### src/rtl/vga_timing_pkg.sv
// Shared VGA timing constants: 640x480@60 (current board) and 800x600@72 (later boards).
package vga_timing_pkg;

  localparam int unsigned AddrW = 11;

  // 640x480@60, 25 MHz pixel clock
  localparam int unsigned H640Sync   = 96;
  localparam int unsigned H640Back   = 48;
  localparam int unsigned H640Active = 640;
  localparam int unsigned H640Front  = 16;
  localparam int unsigned V480Sync   = 2;
  localparam int unsigned V480Back   = 33;
  localparam int unsigned V480Active = 480;
  localparam int unsigned V480Front  = 10;

  localparam int unsigned H640Total = H640Sync + H640Back + H640Active + H640Front;
  localparam int unsigned V480Total = V480Sync + V480Back + V480Active + V480Front;
  localparam int unsigned H640Start = H640Sync + H640Back;
  localparam int unsigned V480Start = V480Sync + V480Back;

  // 800x600@72, 50 MHz pixel clock
  localparam int unsigned H800Sync   = 120;
  localparam int unsigned H800Back   = 64;
  localparam int unsigned H800Active = 800;
  localparam int unsigned H800Front  = 56;
  localparam int unsigned V600Sync   = 6;
  localparam int unsigned V600Back   = 23;
  localparam int unsigned V600Active = 600;
  localparam int unsigned V600Front  = 37;

  localparam int unsigned H800Total = H800Sync + H800Back + H800Active + H800Front;
  localparam int unsigned V600Total = V600Sync + V600Back + V600Active + V600Front;
  localparam int unsigned H800Start = H800Sync + H800Back;
  localparam int unsigned V600Start = V600Sync + V600Back;

endpackage

### src/rtl/vga_sync_delay.sv
// Parameterised single-bit shift register; Depth 0 is a plain wire.
module vga_sync_delay #(
  parameter int unsigned Depth    = 1,
  parameter logic        ResetVal = 1'b1
) (
  input  logic clk_i,
  input  logic rst_i,
  input  logic d_i,
  output logic q_o
);

  if (Depth == 0) begin : g_wire
    assign q_o = d_i;
  end else begin : g_sr
    logic [Depth-1:0] sr_q;

    // Shift towards the MSB; synchronous reset loads the inactive level.
    always_ff @(posedge clk_i) begin
      if (rst_i) begin
        sr_q <= {Depth{ResetVal}};
      end else begin
        sr_q[0] <= d_i;
        for (int i = 1; i < Depth; i++) begin
          sr_q[i] <= sr_q[i-1];
        end
      end
    end

    assign q_o = sr_q[Depth-1];
  end

endmodule

### src/rtl/vga_sync_module.sv
// VGA timing generator: free-running counters, visible-window decode, sync delay line.
module vga_sync_module
  import vga_timing_pkg::*;
#(
  parameter int unsigned H_SYNC   = H640Sync,
  parameter int unsigned H_BACK   = H640Back,
  parameter int unsigned H_ACTIVE = H640Active,
  parameter int unsigned H_FRONT  = H640Front,
  parameter int unsigned V_SYNC   = V480Sync,
  parameter int unsigned V_BACK   = V480Back,
  parameter int unsigned V_ACTIVE = V480Active,
  parameter int unsigned V_FRONT  = V480Front,
  parameter bit          SYNC_POL = 1'b0,
  parameter int unsigned SYNC_DLY = 1
) (
  input  logic             CLK,
  input  logic             RST,
  output logic             HSYNC_Sig,
  output logic             VSYNC_Sig,
  output logic             Ready_Sig,
  output logic [AddrW-1:0] Column_Addr_Sig,
  output logic [AddrW-1:0] Row_Addr_Sig,
  output logic             Frame_Start_Sig
);

  localparam logic [AddrW-1:0] HLast  = AddrW'(H_SYNC + H_BACK + H_ACTIVE + H_FRONT - 1);
  localparam logic [AddrW-1:0] VLast  = AddrW'(V_SYNC + V_BACK + V_ACTIVE + V_FRONT - 1);
  localparam logic [AddrW-1:0] HStart = AddrW'(H_SYNC + H_BACK);
  localparam logic [AddrW-1:0] VStart = AddrW'(V_SYNC + V_BACK);
  localparam logic [AddrW-1:0] HEnd   = AddrW'(H_SYNC + H_BACK + H_ACTIVE);
  localparam logic [AddrW-1:0] VEnd   = AddrW'(V_SYNC + V_BACK + V_ACTIVE);
  localparam logic [AddrW-1:0] HSyncW = AddrW'(H_SYNC);
  localparam logic [AddrW-1:0] VSyncW = AddrW'(V_SYNC);

  logic [AddrW-1:0] h_cnt_q, h_cnt_d, v_cnt_q, v_cnt_d;
  logic             ready_q, fs_q, hs_q, vs_q;
  logic [AddrW-1:0] col_q, row_q;
  logic             win, hs_raw, vs_raw;

  // Counter next state: vertical steps on the last pixel of a line, both wrap together.
  always_comb begin
    h_cnt_d = h_cnt_q + 11'd1;
    v_cnt_d = v_cnt_q;
    if (h_cnt_q == HLast) begin
      h_cnt_d = '0;
      v_cnt_d = (v_cnt_q == VLast) ? '0 : v_cnt_q + 11'd1;
    end
  end

  // Window and sync-phase decode from the current counter state.
  always_comb begin
    win    = (h_cnt_q >= HStart) && (h_cnt_q < HEnd) && (v_cnt_q >= VStart) && (v_cnt_q < VEnd);
    hs_raw = h_cnt_q < HSyncW;
    vs_raw = v_cnt_q < VSyncW;
  end

  // Counters and one-cycle-latency registered outputs.
  always_ff @(posedge CLK) begin
    if (RST) begin
      h_cnt_q <= '0;
      v_cnt_q <= '0;
      ready_q <= 1'b0;
      col_q   <= '0;
      row_q   <= '0;
      fs_q    <= 1'b0;
      hs_q    <= ~SYNC_POL;
      vs_q    <= ~SYNC_POL;
    end else begin
      h_cnt_q <= h_cnt_d;
      v_cnt_q <= v_cnt_d;
      ready_q <= win;
      // Subtraction only used inside the window so it cannot underflow.
      col_q   <= win ? h_cnt_q - HStart : '0;
      row_q   <= win ? v_cnt_q - VStart : '0;
      fs_q    <= (h_cnt_q == HStart) && (v_cnt_q == VStart);
      hs_q    <= hs_raw ? SYNC_POL : ~SYNC_POL;
      vs_q    <= vs_raw ? SYNC_POL : ~SYNC_POL;
    end
  end

  // Extra delay so the syncs line up with the colour-stage register downstream.
  vga_sync_delay #(
    .Depth   (SYNC_DLY),
    .ResetVal(~SYNC_POL)
  ) u_hs_dly (
    .clk_i(CLK),
    .rst_i(RST),
    .d_i  (hs_q),
    .q_o  (HSYNC_Sig)
  );

  vga_sync_delay #(
    .Depth   (SYNC_DLY),
    .ResetVal(~SYNC_POL)
  ) u_vs_dly (
    .clk_i(CLK),
    .rst_i(RST),
    .d_i  (vs_q),
    .q_o  (VSYNC_Sig)
  );

  assign Ready_Sig       = ready_q;
  assign Column_Addr_Sig = col_q;
  assign Row_Addr_Sig    = row_q;
  assign Frame_Start_Sig = fs_q;

endmodule

### config.mk
export PLATFORM = sky130hd
export DESIGN_NAME = vga_sync_module
export DESIGN_NICKNAME = d
export VERILOG_FILES = /design/src/rtl/vga_timing_pkg.sv /design/src/rtl/vga_sync_delay.sv /design/src/rtl/vga_sync_module.sv
export SDC_FILE = /design/constraint.sdc
export NUM_CORES = 1
export LEC_CHECK = 0
export ABC_AREA = 0
export CORE_MARGIN = 2
export CORE_UTILIZATION = 58
export CTS_CLUSTER_DIAMETER = 30
export DETAILED_ROUTE_END_ITERATION = 6
export GPL_TIMING_DRIVEN = 0
export PLACE_DENSITY = 0.83
export SLEW_MARGIN = 20
export SYNTH_ARGS = -nofsm -noshare
export SYNTH_HDL_FRONTEND = slang
export SYNTH_HIERARCHICAL = 1
export SYNTH_SLANG_ARGS = --single-unit
### constraint.sdc
create_clock -name CLK -period 3.8 [get_ports CLK]
set_input_delay 0.95 -clock CLK [delete_from_list [all_inputs] [get_ports CLK]]
set_output_delay 0.95 -clock CLK [all_outputs]
set_load 0.005 [all_outputs]
## After elaboration in Yosys (flattened, before gate mapping)

Index checks and enable logic that the tools add are counted.

- Bits in registers: 50
- Bits of input ports: 2
- Output and inout port bits: 26
- Logic and storage cells: 34

- Add/subtract/negate cells: 4
- Order comparisons: 6
- Equal/unequal tests: 4
- Muxes and demuxes: 3
- Bitwise logic cells: 1
- Reductions and logical operators: 6

Operator list:

| kind | count |
|---|---|
| $add 11x1->11 const B | 2 |
| $eq 11x10->1 const B | 2 |
| $lt 11x10->1 const B | 2 |
| $eq 11x6->1 const B | 1 |
| $eq 11x8->1 const B | 1 |
| $ge 11x6->1 const B | 1 |
| $ge 11x8->1 const B | 1 |
| $lt 11x2->1 const B | 1 |
| $lt 11x7->1 const B | 1 |
| $mux 11 | 1 |
| $sub 11x6->11 const B | 1 |
| $sub 11x8->11 const B | 1 |
| $logic_and 1x1->1 | 4 |
| $reduce_or 2->1 | 2 |
| $mux 1 | 2 |
| $not 1->1 | 1 |

## Logic depth before layout (Yosys ltp)

- Word-level depth: 6
- Gate-level depth with buffers: 8

## Modules after synthesis

Netlist, hierarchy kept.

Modules (own cells, without submodules):

| module | times used | cells an instance | area an instance (um^2) |
|---|---|---|---|
| vga_sync_module | 1 | 237 | 2130.8 |
| vga_sync_delay | 2 | 2 | 26.3 |

## Worst setup path before layout

OpenSTA, ideal clock, no wires.

- Path kind: register to register
- From: register h_cnt_q[4]
- To: register v_cnt_q[5]
- Setup time: 0.070 ns
- Arrival time: 1.987 ns
- Data required time: 3.730 ns
- Slack: 1.743 ns
- Stages on the path, launching flop included: 6
- Clock period less this slack: 2.057 ns
- Cells stage by stage: dfxtp_1 > ha_1 > or3b_4 > or3_4 > or4_1 > a21oi_1

- Cells in the longest elaborated chain, start to end: 1

Ends and longest elaborated chain:

| item | line | source |
|---|---|---|
| from (decl) | vga_sync_module.sv:35 | `logic [AddrW-1:0] h_cnt_q, h_cnt_d, v_cnt_q, v_cnt_d;` |
| from (signal assigned) | vga_sync_module.sv:69 | `h_cnt_q <= h_cnt_d;` |
| $eq 11x10->1 | vga_sync_module.sv:44 | `if (h_cnt_q == HLast) begin` |
| to (signal assigned) | vga_sync_module.sv:70 | `v_cnt_q <= v_cnt_d;` |
| to (decl) | vga_sync_module.sv:35 |  |

No other way between the ends.
A chain may end at the register's enable or synchronous reset.

## Worst setup path in the final report

- From: input RST
- To: register col_q[2], in the netlist Column_Addr_Sig[2]

- Cells in the longest elaborated chain, start to end: 1

Ends and longest elaborated chain:

| item | line | source |
|---|---|---|
| from (decl) | vga_sync_module.sv:17 | `input logic RST,` |
| $reduce_or 2->1 (no line) | n/a |  |
| to (signal assigned) | vga_sync_module.sv:73 | `col_q <= win ? h_cnt_q - HStart : '0;` |
| to (decl) | vga_sync_module.sv:37 | `logic [AddrW-1:0] col_q, row_q;` |

No other way between the ends.

==> metrics.md <==
| Metric | Value |
|---|---|
| Via count | 1,861 |
| DRT met1 WL | 1980 um |
| TritonCTS buffer count | 5 |
| Clk slew on worst S/H paths | 0.09 ns |
| Vias in the first global route | 1,676 |
| Final period util | 65.7% |
| Status | finished, final reports clean |
| I/O pin cnt | 28 |
| Area of the multi-input gates | 1080 um^2 |
| Pleak | 0.897 nW |
| DR WL met2 | 2060 um |
| FMAX | 401 MHz |
| Final routed DRC violation total | 0 |
| Layout cells sized above 1 | 5.07% |
| Post_cts resized | 0 |
| Post-DP HPWL | 3170 um |
| Post-Syn Area | 2180 um^2 |
| Yosys warns | 6 |
| Endpoints failing setup | 0 |
| Max Cap Viol | 0 |
| Avg Vias per Cell | 5.74 |
| Worst Setup End Kind | flip-flop |
| Congestion Overflow GR | 0 |
| CTS max path bufs | 2 |
| Number of core rows | 22 |
| Post-route setup TNS | 0 ns |
| Initial antenna violation count | 0 |
| Post-synth net total | 249 |
| Post-synth EDFFs | 0 |
| GRT Total Usage | 22.9% |
| Core Footprint | 3630 um^2 |
| Fin. max-slew vios | 0 |
| CTS Sinks | 50 |
| DRT Pass-1 Iters | 4 |
| Yosys reg bits | 50 |
| Peak VDD IR | 196 uV |
| CP Launch Type | input port |
| HP Class | reg2reg |
| Die height | 65.4 um |
| Worst EP arrival | 2.71 ns |
| Worst-Skew Late Latency | 0.30 ns |
| P per Cell Area | 335 nW/um^2 |
| Avg Cell Area, Syn | 9.06 um^2 |
| Crit path kind | in2reg |
| Worst-path fanout max | 10 |
| Hold Worst Slack | 0.414 ns |
| Sequential cell area fraction in the yosys report | 45.8% |
| Rel. slew slack | 58.4% |
| Die Area | 4270 um^2 |
| First-pass GRT wire length | 7550 um |
| Port-buffer cells | 27 |
| RSZ-0062 raised after global routing | false |
| Setup Buffers After CTS | 0 |
| Initial Util | 60.1% |
| Post-synth ARST share | 0% |
| Fillcell total | 297 |
| Area fraction of the dominant cell type after synthesis | 45.8% |
| DRT iter0 DRCs | 119 |
| Worst Skew | 0.00229 ns |
| Most frequent cell after synthesis | dfxtp_1 |
| Routed WL per cell | 13.5 um |
| Routed Antenna Nets | 0 |
| Top post-synthesis cells by area | dfxtp_1 (46%), xnor2_1 (9.2%), nor3_1 (6.2%) |
| CTS root buffer | clkbuf_8 |
| Die width | 65.4 um |
| Cts hold-fix bufs | 0 |
| Area leader, netlist | dfxtp_1 |
| Cells after Synth | 241 |
| Top sig layer | met4 |
| Final worst path period need | 2.50 ns |
| FF/Latch Area | 1000 um^2 |
| Total power | 0.874 mW |
| Largest net degree at the start of global routing | 19 |
| H-tree levels | 2 |
| Gpl congestion | 0.808 |
| # diodes | 0 |
| Top cells by count, synth | dfxtp_1 (50), nor3_1 (27), xnor2_1 (23) |
| Unique masters post-synth | 43 |
| # nets final | 283 |
| Final hold violations | 0 |
| Routed wire length | 4370 um |
| Tightest Pin Transition | 0.616 ns |
| TritonCTS clock tree | done |
| Synthesis-to-finish area growth | 19.6% |
| Metal3 WL | 262 um |
| WP data required | 4.02 ns |
| Synth Flop Type | dfxtp_1 |
==> layout make-up <==
cell class | instances | share of cell area [%]
plain buffers | 18 | 3.07
clock buffers | 5 | 2.64
clock inverters | 3 | 1.10
inverters | 6 | 0.862
multi-input cells | 167 | 41.4
flip-flops and latches | 50 | 38.3
well taps | 48 | 2.30
repair buffers | 27 | 10.3
==> routing by layer <==
layer | vias up | global-route usage, %
met2 | 57 | 36.0
li1 | 922 | -
met3 | 8 | 5.48
met1 | 874 | 30.5
met4 | 0 | 8.59
met5 | - | 0
==> power breakdown <==
part           switching, mW  internal, mW
combinational        0.00915       0.00925
sequential           0.00442         0.528
clock                  0.186         0.136
total                  0.199         0.674
==> through the flow <==
stage / util, % / instances / area, um^2 / setup slack (ns)
floorplan: - / 241 / 2180 / 1.74
global placement: 69.2 / 316 / 2510 / 1.01
detailed placement: 69.2 / 316 / 2510 / 0.990
CTS: 71.9 / 324 / 2610 / 1.31
global route: 71.9 / 324 / 2610 / 1.13
finish: 71.9 / 324 / 2610 / 1.30
==> logic make-up after synthesis <==
logic type	count (synthesis)	synth area share, %
muxes	1	0.516
DFF	50	45.8
xor gates and xnor gates	24	9.63
buffers and inverters	24	4.70
AOI/OAI and AO/OA	27	8.48
adders and majority gates	6	3.44
and+or+nand+nor	109	27.4
==> state kept, by name, indices dropped and copies added, names as in the netlist, 11 cells and up <==
signal / flops
v_cnt_q: 11
Row_Addr_Sig: 11
h_cnt_q: 11
Column_Addr_Sig: 11
==> layout by cell type, fill, tap and decap left out, drive strengths merged, types with 2 or more instances in the layout <==
cell            n
clkinv          2
and2            2
o21ai           2
xnor2          23
nor3           27
or2             2
nor3b           6
o31ai           5
inv             7
nand2          12
clkdlybuf4s50  27
nand2b          4
or3             5
a21oi           9
nand4           5
a21o            2
ha              6
nand3           7
buf             5
nor4            6
clkbuf         18
or4             7
nor2           20
dfxtp          50
==> worst paths after layout <==
check / slack [ns] / from / to / cells past startpoint
worst max-delay path: 1.30 / RST / Column_Addr_Sig[2] / 7
worst min register to register: 0.41 / vs_q / u_vs_dly/q_o / 1
worst max register to register: 1.52 / h_cnt_q[4] / v_cnt_q[6] / 6
worst min-delay path: 0.41 / vs_q / u_vs_dly/q_o / 1
==> critical path, cell delays in order <==
cell             delay [ns]
clkdlybuf4s50_1        0.43
clkbuf_1               0.22
nor3_1                 0.18
o211ai_1               0.11
a211o_1                0.32
buf_1                  0.25
nor3b_1                0.26
(Power assumes the default switching activity.)
